<file path="src/rtl/agc_scaler_pkg.sv">
// Shared types and defaults for the AGC binary scaler stage.
// Stage k of the scaler maps onto counter bit k-2.
package agc_scaler_pkg;

    typedef enum logic [1:0] {
        AWAKE   = 2'd0,
        SBY_ARM = 2'd1,
        STANDBY = 2'd2,
        WAKE    = 2'd3
    } sby_state_e;

    localparam int DEF_STAGES     = 33;
    localparam int DEF_SBY_STAGE  = 17;
    localparam int DEF_WDOG_LIMIT = 4096;

    // Scaler stage number (FS02 .. FS<STAGES>) to counter / output bit index.
    function automatic int stage_bit(input int stage);
        return stage - 2;
    endfunction

endpackage

</file>
<file path="src/rtl/agc_scaler_watchdog.sv">
// Scaler failure watchdog: flags SCAFAL once WDOG_LIMIT clocks pass with no
// FS01 advance, and drops it again on the next advance.
module agc_scaler_watchdog
    import agc_scaler_pkg::*;
#(
    parameter int WDOG_LIMIT = DEF_WDOG_LIMIT
) (
    input  logic CLOCK,
    input  logic SIM_RST,
    input  logic adv,
    output logic SCAFAL
);

    localparam int WW = $clog2(WDOG_LIMIT + 1);
    localparam logic [WW-1:0] LIMIT = WW'(WDOG_LIMIT);

    logic [WW-1:0] wdog;

    // An advance in the same cycle the limit would be reached clears instead.
    always_ff @(posedge CLOCK or negedge SIM_RST) begin
        if (!SIM_RST) begin
            wdog   <= '0;
            SCAFAL <= 1'b0;
        end else if (adv) begin
            wdog   <= '0;
            SCAFAL <= 1'b0;
        end else if (wdog != LIMIT) begin
            wdog <= wdog + WW'(1);
            if (wdog == LIMIT - WW'(1)) begin
                SCAFAL <= 1'b1;
            end
        end
    end

endmodule

</file>
<file path="src/rtl/agc_scaler.sv">
// Binary scaler fed by FS01: ripple count with per-stage rising-edge pulses,
// standby sequencer issuing GOJ1 on wake, and the failure watchdog.
module agc_scaler
    import agc_scaler_pkg::*;
#(
    parameter int STAGES     = DEF_STAGES,
    parameter int SBY_STAGE  = DEF_SBY_STAGE,
    parameter int WDOG_LIMIT = DEF_WDOG_LIMIT
) (
    input  logic              CLOCK,
    input  logic              SIM_RST,
    input  logic              FS01,
    input  logic              SBY,
    output logic [STAGES-2:0] FS,
    output logic [STAGES-2:0] F,
    output logic              WRAP,
    output logic              STBY,
    output logic              GOJ1,
    output logic              SCAFAL
);

    localparam int W       = STAGES - 1;
    localparam int SBY_BIT = stage_bit(SBY_STAGE);

    logic         fs01_q;
    logic         primed;
    logic         adv;
    logic [W-1:0] cnt;
    logic [W-1:0] cnt_inc;

    // primed masks the first clock after reset so a level already high is not an edge.
    assign adv     = FS01 & ~fs01_q & primed;
    assign cnt_inc = cnt + W'(1);
    assign FS      = cnt;

    // NOTE: sequential state uses <= so every register sees pre-edge values.
    always_ff @(posedge CLOCK or negedge SIM_RST) begin
        if (!SIM_RST) begin
            fs01_q <= 1'b0;
            primed <= 1'b0;
            cnt    <= '0;
            F      <= '0;
            WRAP   <= 1'b0;
        end else begin
            fs01_q <= FS01;
            primed <= 1'b1;
            if (adv) begin
                cnt <= cnt_inc;
            end
            // Bits that go 0->1 on the increment; a wrap has none.
            F    <= adv ? (cnt_inc & ~cnt) : '0;
            WRAP <= adv & (&cnt);
        end
    end

    sby_state_e state;
    sby_state_e state_nxt;
    logic       f_gate;

    assign f_gate = F[SBY_BIT];

    always_ff @(posedge CLOCK or negedge SIM_RST) begin
        if (!SIM_RST) begin
            state <= AWAKE;
            STBY  <= 1'b0;
            GOJ1  <= 1'b0;
        end else begin
            state <= state_nxt;
            STBY  <= (state_nxt == STANDBY) || (state_nxt == WAKE);
            GOJ1  <= (state == WAKE) && (state_nxt == AWAKE);
        end
    end

    // NOTE: state_nxt takes its default before the case so no path infers a latch.
    always_comb begin
        state_nxt = state;
        unique case (state)
            AWAKE:   if (SBY) state_nxt = SBY_ARM;
            SBY_ARM: begin
                if (!SBY)        state_nxt = AWAKE;
                else if (f_gate) state_nxt = STANDBY;
            end
            STANDBY: if (!SBY) state_nxt = WAKE;
            WAKE:    if (f_gate) state_nxt = AWAKE;
        endcase
    end

    agc_scaler_watchdog #(
        .WDOG_LIMIT(WDOG_LIMIT)
    ) u_watchdog (
        .CLOCK (CLOCK),
        .SIM_RST(SIM_RST),
        .adv   (adv),
        .SCAFAL(SCAFAL)
    );

endmodule

</file>
<file path="config.mk">
export PLATFORM = sky130hd
export DESIGN_NAME = agc_scaler
export DESIGN_NICKNAME = d
export VERILOG_FILES = /design/src/rtl/agc_scaler_pkg.sv /design/src/rtl/agc_scaler_watchdog.sv /design/src/rtl/agc_scaler.sv
export SDC_FILE = /design/constraint.sdc
export NUM_CORES = 1
export LEC_CHECK = 0
export CORE_ASPECT_RATIO = 0.5
export CORE_MARGIN = 5
export CORE_UTILIZATION = 45
export DETAILED_ROUTE_END_ITERATION = 12
export GPL_ROUTABILITY_DRIVEN = 0
export PLACE_DENSITY = 0.81
export SYNTH_ARGS = -nofsm -noshare
export SYNTH_HDL_FRONTEND = slang
export SYNTH_SLANG_ARGS = --single-unit
</file>
<file path="constraint.sdc">
create_clock -name CLOCK -period 2.2 [get_ports CLOCK]
set_input_delay 0.44 -clock CLOCK [delete_from_list [all_inputs] [get_ports CLOCK]]
set_output_delay 0.44 -clock CLOCK [all_outputs]
set_load 0.05 [all_outputs]
</file>
# Word level (Yosys, flattened, before mapping)
# Index checks and enable logic that the tools add are counted.
[classes]
add_sub_neg = 2
eq_ne = 7
muxes = 12
bitwise_logic = 6
reduce_logical = 8
[ops]
columns = ["op", "n"]
rows = [
  ["$add A32 B1 Y32 const B", 1],
  ["$and A32 B32 Y32", 1],
  ["$mux W32", 1],
  ["$not A32 Y32", 1],
  ["$reduce_and A32 Y1", 1],
  ["$mux W13", 2],
  ["$add A13 B1 Y13 const B", 1],
  ["$eq A13 B12 Y1 const B", 1],
  ["$ne A13 B13 Y1 const B", 1],
  ["$mux W2", 5],
  ["$eq A2 B2 Y1 const B", 4],
  ["$pmux W2 S4", 1],
  ["$logic_not A2 Y1", 2],
  ["$reduce_bool A2 Y1", 2],
  ["$and A1 B1 Y1", 3],
  ["$mux W1", 3],
  ["$eq A2 B1 Y1 const B", 1],
  ["$reduce_and A2 Y1", 1],
  ["$logic_and A1 B1 Y1", 1],
  ["$logic_or A1 B1 Y1", 1],
  ["$not A1 Y1", 1],
]
[totals]
ff_bits = 85
out_inout_bits = 68

# Logic depth before layout (Yosys ltp)
# Gate-level depths: netlist of run 1.
[logic_depth]
word_depth = 5
depth_mapped = 7
mapped_depth_nobuf = 6

# Cells and area by module
# From an unflattened synthesis of run 1, not the netlist that was laid out.
[hier_totals]
hier_cells = 385
area_unflattened_um2 = 3992.6
[by_module_without_submodules]
columns = ["module", "instances", "cells_per_inst", "area_each_um2", "seq_area_each_um2"]
rows = [
  ["agc_scaler", 1, 309, 3228.1, 1776.7],
  ["agc_scaler_watchdog", 1, 76, 764.5, 350.3],
]

# Worst setup path after synthesis of run 1
# Ideal clock, no wire load.
[synth_timing]
path_kind = "register to register"
startpoint = "reg cnt[0], in the netlist FS[0]"
endpoint = "reg cnt[26], in the netlist FS[26]"
setup_time_ps = 83
arrival_time_ps = 2417
setup_slack_ps = -300
path_stages_with_launch = 8
period_less_slack_ps = 2500
cell_sequence = "dfrtp_1 ha_1 nand3_1 or4_1 buf_2 nor4_1 ha_1 o21ai_0"
[synth_via]
elab_chain_len = 1
[synth_rtl]
columns = ["element", "line", "rtl"]
rows = [
  ["start, declared", "agc_scaler.sv:28", "logic [W-1:0] cnt;"],
  ["start signal, assigned", "agc_scaler.sv:48", "cnt <= cnt_inc;"],
  ["$add A32 B1 Y32", "agc_scaler.sv:33", "assign cnt_inc = cnt + W'(1);"],
]
# Every way passes these cells.
# A chain may end at the register's enable or synchronous reset.

# Worst setup path after layout of run 1
[layout_timing]
startpoint = "reg cnt[28], in the netlist FS[28]"
endpoint = "out FS[28]"
[layout_lines]
columns = ["element", "line", "rtl"]
rows = [
  ["end, declared", "agc_scaler.sv:14", "output logic [STAGES-2:0] FS,"],
]
# No word-level cell between the ends.

==> results.md, run 1 <==
* DIE WIDTH at 142 µm
* Synth cell types at 35
* Die ar. at 10900 µm²
* Antenna cell count at 0
* Post-synth top area cell: dfrtp_1
* PD cells at 741 nW/µm²
* Area delta synth->final at 31.4%
* Overflow after GRT at 0
* H-Tree Depth at 3
* Min Tclk post-route at 2070 ps
* Worst R2R Setup Slack at 140 ps
* Critical path type: reg -> out
* Crit end category: primary output
* Crit share post-route at 94.1%
* Critical R2R Launch: FS[2]
* Worst R2R End: FS[23]
* Layout cells sized above 1 at 9.19%
* Cell leakage power at 2.22 nW
* Area of the core at 8620 µm²
* CTS tree: yes
* I/O pin count at 72
* # hold bufs at CTS at 0
* RSZ-0062 raised after global routing: no
* IO Port Bufs at 71
* Clock sinks at 85
* Top-count cell post-synth: dfrtp_1
* Delay of the slowest critical-path stage at 860 ps
* Largest net degree at the start of global routing at 48
* Post-CTS resize count at 0
* Top cells by area, synth: dfrtp_1 54%, ha_1 11%, and2_1 5.1%
* Initial Util at 45.8%
* Cell area after synthesis at 3950 µm²
* Setup TNS at 0 ps
* Fin. Hold Viols at 0
* Top_reg_cell synth: dfrtp_1
* Crit Path Max Fanout at 6
* Syn nets at 420
* Root Buffer: clkbuf_16
* Vias at 2936
* Hpwl dp at 6290 µm
* 1st-pass router iterations at 4
* Arr. time, crit path at 1630 ps
* First-pass GRT wire length at 14600 µm
* Crit-path cells: clkdlybuf4s50_1
* Reg2reg path depth at 6
* Critical Path Source Type: flop
* Residual DRC at 0
* Clk_skew at 6.15 ps
* Max-Slew Margin vs Limit at 60.2%
* Synth top cells by count: 85 x dfrtp_1, 45 x nand2_1, 38 x o21ai_0, 37 x inv_1, 34 x ha_1
* Fill cells at 671
* Required @ worst endpoint at 1760 ps
* Post-route ant nets at 0
* CP max-delay cell: clkdlybuf4s50_1
* Status: finished, final reports clean
* FP Rows at 24
* Max Freq at 483 MHz
* Initial antenna violation count at 0
* Post-Syn Area per Cell at 10.3 µm²
* Worst-margin pin slew at 596 ps
* Final net count at 501
* DR vias/cell at 5.02
* Hold Crit Class: in -> async
* Sequential share of the synthesized area at 53.9%
* VDD IR max at 517 µV
* Area share of the largest cell type after synthesis at 53.9%
* Number of buffers created by CTS at 9
* Die height at 76.2 µm
* Setup violators final at 0
* Async SR Flop Fraction at 100%
* Cells after synthesis at 382
* Number of synthesized flops with an enable pin at 0
* Synthesis warning total at 0
* Yosys reg bits at 85
* Fin. max-slew vios at 0
* CP Buf/Inv Count at 1
* GRT Resource Usage Total at 17.1%
* Clock Latency Late Sink at 340 ps
* Clock buffer depth at 2
* Clock transition at the registers of the reported paths at 60 ps
* Total Wirelength at 8700 µm
* Hold_ws at 102 ps
* Initial DRC Count at 148
* Dominant delay contributor by cell family on the critical path: buffers and inverters
* Post-CTS Setup Repair Bufs at 0
* Per-cell routed wire length at 14.9 µm
* Number of global-route vias before repair at 2934
* Max_cap viols at 0
## cell type report
type	count	area (µm²)	share of cell area, %
sequential	85	2140	41.2
multi-input combinational	247	1650	31.8
timing repair buffer	83	813	15.7
clock inverter	1	30.0	0.579
inverter	37	139	2.68
tap	117	146	2.82
clock buffer	15	268	5.16
## metrics by stage
stage | util (%) | instance area, µm² | power, mW | instances | setup slack (ps)
floorplan | - | 3990 | 2.12 | 382 | 31.0
global placement | 56.7 | 4880 | 2.32 | 569 | 131
detailed placement | 56.7 | 4880 | 2.35 | 569 | 66.1
CTS | 60.1 | 5180 | 3.89 | 585 | 4.18
global route | 60.2 | 5190 | 4.02 | 585 | 5.80
finish | 60.2 | 5190 | 3.84 | 585 | 129
## per-layer routing
metal | vias up | global-route usage [%] | wire, µm
li1 | 1451 | - | -
met5 | - | 0 | 0
met4 | 0 | 7.40 | 199
met2 | 45 | 28.5 | 4400
met3 | 16 | 4.58 | 309
met1 | 1424 | 20.8 | 3780
## how the worst max path moves through the flow
stage,startpoint,to,cells past startpoint
after floorplan,FS[1],FS[26],7
after global placement,FS[1],FS[26],6
after detailed placement,FS[1],FS[26],6
after CTS,FS[1],FS[18],6
after global routing,FS[1],FS[29],6
final,FS[28],FS[28],1
## kinds of logic after synthesis
group / Yosys count / synth area share, %
flops: 85 / 53.9
buf+inv: 50 / 4.98
simple gates: 155 / 22.0
other cells: 1 / 0.0950
compound gates: 51 / 6.81
fa+ha+maj: 34 / 10.8
xor+xnor: 3 / 0.666
mux: 3 / 0.761
## power by group
part | switching (mW) | internal (mW)
logic | 0.344 | 0.191
registers | 0.121 | 1.66
clock network | 0.587 | 0.944
total | 1.05 | 2.79
## flip-flops by register name, summed over array words and instances (netlist names)
signal and flops:
FS 32, F 32, u_watchdog.wdog 13, state 2
GOJ1 1, STBY 1, WRAP 1, fs01_q 1
primed 1, u_watchdog.SCAFAL 1
## layout by cell type, fill, tap and decap left out, drive strengths merged, types with 2 or more instances in the layout
master         Yosys  layout
a21oi              8       8
and2              32      32
and3               2       2
and4               2       2
buf                2      13
clkbuf            11      15
clkdlybuf4s50      0      69
dfrtp             85      85
ha                34      34
inv               37      37
mux2i              3       3
nand2             45      45
nand2b             2       2
nand3             11      11
nand3b             4       4
nand4             10      10
nor2              13      13
nor3              12      12
nor4               8       8
nor4b              2       2
o21ai             38      38
o31ai              3       3
or3                4       4
or4                5       5
xor2               2       2
No activity file was read; power rests on OpenSTA's default activity.
==> inputs of run 2 (changes only) <==
SKIP_LAST_GASP = 1   (was unset)
==> results of run 2 <==
The final DEF is identical to that of run 1; final timing and power are the same.
==> inputs of run 3 (changes only) <==
CORE_UTILIZATION = 30   (was 45)
PLACE_DENSITY = 0.6   (was 0.81)
SKIP_LAST_GASP = unset   (was 1)
==> results.md, run 3 (synthesized netlist as in run 1, its figures left out) <==
* Critical path type: reg -> reg (was reg -> out)
* Residual DRC at 0 (unchanged)
* Per-cell routed wire length at 13.8 µm (was 14.9 µm)
* Total Wirelength at 8800 µm (was 8700 µm)
* H-Tree Depth at 3 (unchanged)
* 1st-pass router iterations at 4 (unchanged)
* Critical path launch point: FS[0] (was FS[28])
* First-pass GRT wire length at 15200 µm (was 14600 µm)
* Register area at 2140 µm² (unchanged)
* Fill cells at 1239 (was 671)
* Required @ worst endpoint at 2450 ps (was 1760 ps)
* Placed insts at 620 (was 569)
* Clk_skew at 3.86 ps (was 6.15 ps)
* Hold Startpoint: state[0]
* Number of global-route vias before repair at 3003 (was 2934)
* Critical R2R Launch: FS[0] (was FS[2])
* IO Port Bufs at 71 (unchanged)
* Leading cell types in the layout, fill and taps excluded: 77 x dfrtp_1, 69 x clkdlybuf4s50_1, 45 x nand2_1 (unchanged)
* Multi-input logic area at 1660 µm² (was 1650 µm²)
* FP Rows at 29 (was 24)
* Setup violators final at 0 (unchanged)
* Clock transition at the registers of the reported paths at 60 ps (about the same)
* Area delta synth->final at 32.5% (was 31.4%)
* Non-filler cells, final at 637 (was 585)
* Antenna cell count at 0 (unchanged)
* Fin. max-slew vios at 0 (unchanged)
* Largest net degree at the start of global routing at 47 (was 48)
* Post-route ant nets at 0 (unchanged)
* CTS tree: yes (unchanged)
* Setup TNS at 0 ps (unchanged)
* Status: finished, final reports clean (unchanged)
* Area of the core at 12800 µm² (was 8620 µm²)
* Initial DRC Count at 138 (was 148)
* Crit end category: flop (was primary output)
* Crit Path Max Fanout at 8 (was 6)
* Die height at 91.1 µm (was 76.2 µm)
* VDD IR max at 348 µV (was 517 µV)
* Clock sinks at 85 (unchanged)
* Initial Util at 30.9% (was 45.8%)
* Cell leakage power at 2.19 nW (was 2.22 nW)
* Finished Core Util at 40.9% (was 60.2%)
* Clock Latency Late Sink at 330 ps (was 340 ps)
* Max Freq at 475 MHz (was 483 MHz)
* Max_cap viols at 0 (unchanged)
* Vias at 2863 (was 2936)
* Max-Slew Margin vs Limit at 64.9% (was 60.2%)
* Crit share post-route at 95.6% (was 94.1%)
* RSZ-0062 raised after global routing: no (unchanged)
* Hold Crit Class: reg -> reg (was in -> async)
* I/O pin count at 72 (unchanged)
* Root Buffer: clkbuf_16 (unchanged)
* Critical Path Source Type: flop (unchanged)
* Initial antenna violation count at 0 (unchanged)
* Overflow after GRT at 0 (unchanged)
* Worst-margin pin slew at 524 ps (was 596 ps)
* Most common cell after layout, fill and taps aside: dfrtp_1 (unchanged)
* Number of buffers created by CTS at 9 (unchanged)
* Post-CTS Setup Repair Bufs at 0 (unchanged)
* PD cells at 708 nW/µm² (was 741 nW/µm²)
* Clock buffer depth at 2 (unchanged)
* Layout cells sized above 1 at 9.42% (was 9.19%)
* DP Area at 4930 µm² (was 4880 µm²)
* Min Tclk post-route at 2100 ps (was 2070 ps)
* Final Cell Area at 5230 µm² (was 5190 µm²)
* GRT Resource Usage Total at 12.2% (was 17.1%)
* Hpwl dp at 6270 µm (was 6290 µm)
* Die ar. at 15700 µm² (was 10900 µm²)
* DIE WIDTH at 172 µm (was 142 µm)
* Arr. time, crit path at 2360 ps (was 1630 ps)
* Fin. Hold Viols at 0 (unchanged)
* DR vias/cell at 4.49 (was 5.02)
* Final net count at 500 (was 501)
==> run 3: cell types whose count changed in the layout (fill, tap and decap cells not counted), sizes merged <==
cell,change
buf,-1
bufinv,-1
clkinv,+1
dlygate4sd3,+1
dlymetal6s2s,-1
==> run 3: cell type report <==
type | count | area share [%]
clock buffers | 15 | 5.12
repair buffers | 82 | 15.4
well taps | 170 | 4.07
clock inverters | 1 | 0.0957
flip-flops and latches | 85 | 40.9
inverters | 37 | 2.66
multi-input cells | 247 | 31.8
==> run 3: final timing paths <==
| path | endpoint | slack (ps) | depth (start not counted) |
|---|---|---|---|
| max | FS[27] | 100 | 6 |
| min | state[0] | 480 | 1 |
| max reg2reg | FS[27] | 100 | 6 |
| min reg2reg | state[0] | 480 | 1 |
| max in group asynchronous | FS[0] | 1080 | 3 |
| min in group asynchronous | state[1] | 510 | 2 |
==> run 3: repair_timing <==
| item | in CTS | in global routing |
|---|---|---|
| endpoints found under the hold margin | 14 | 0 |
| pin swaps | 0 | 0 |
| endpoints found under the setup margin | 4 | 2 |
| resized for setup | 1 | 2 |
| hold buffers | 1 | 0 |
==> run 3: stage by stage <==
stage	setup slack, ps	total power, mW	hold slack, ps
2_1_floorplan	31.0	2.12	144
3_3_place_gp	39.7	2.32	315
3_5_place_dp	-36.7	2.33	314
4_1_cts	90.0	3.76	483
5_1_grt	17.9	3.90	515
6_report	96.5	3.70	480
==> run 3: power breakdown <==
part	internal [mW]	leakage, nW	switching [mW]
logic	0.178	0.917	0.326
clock network	0.827	0.134	0.577
registers	1.66	1.14	0.138
total	2.66	2.19	1.04
==> run 3: metal layers <==
layer  wire length, µm  part of all wire, %  vias to the layer above  track usage [%]
met5                 0                    0                        -                0
met4                61                 0.69                        0             2.88
met3               509                  5.8                        4             4.77
met2              4210                   48                       46             19.4
met1              4020                   46                     1360             15.6
li1                  -                    -                     1453                -
==> run 3: critical path, stage by stage (launching register included) <==
cell and delay [ps]:
dfrtp_4 480, nand4_2 140, or4_1 530, buf_4 200
nor4_4 270, ha_1 260, o21ai_0 150
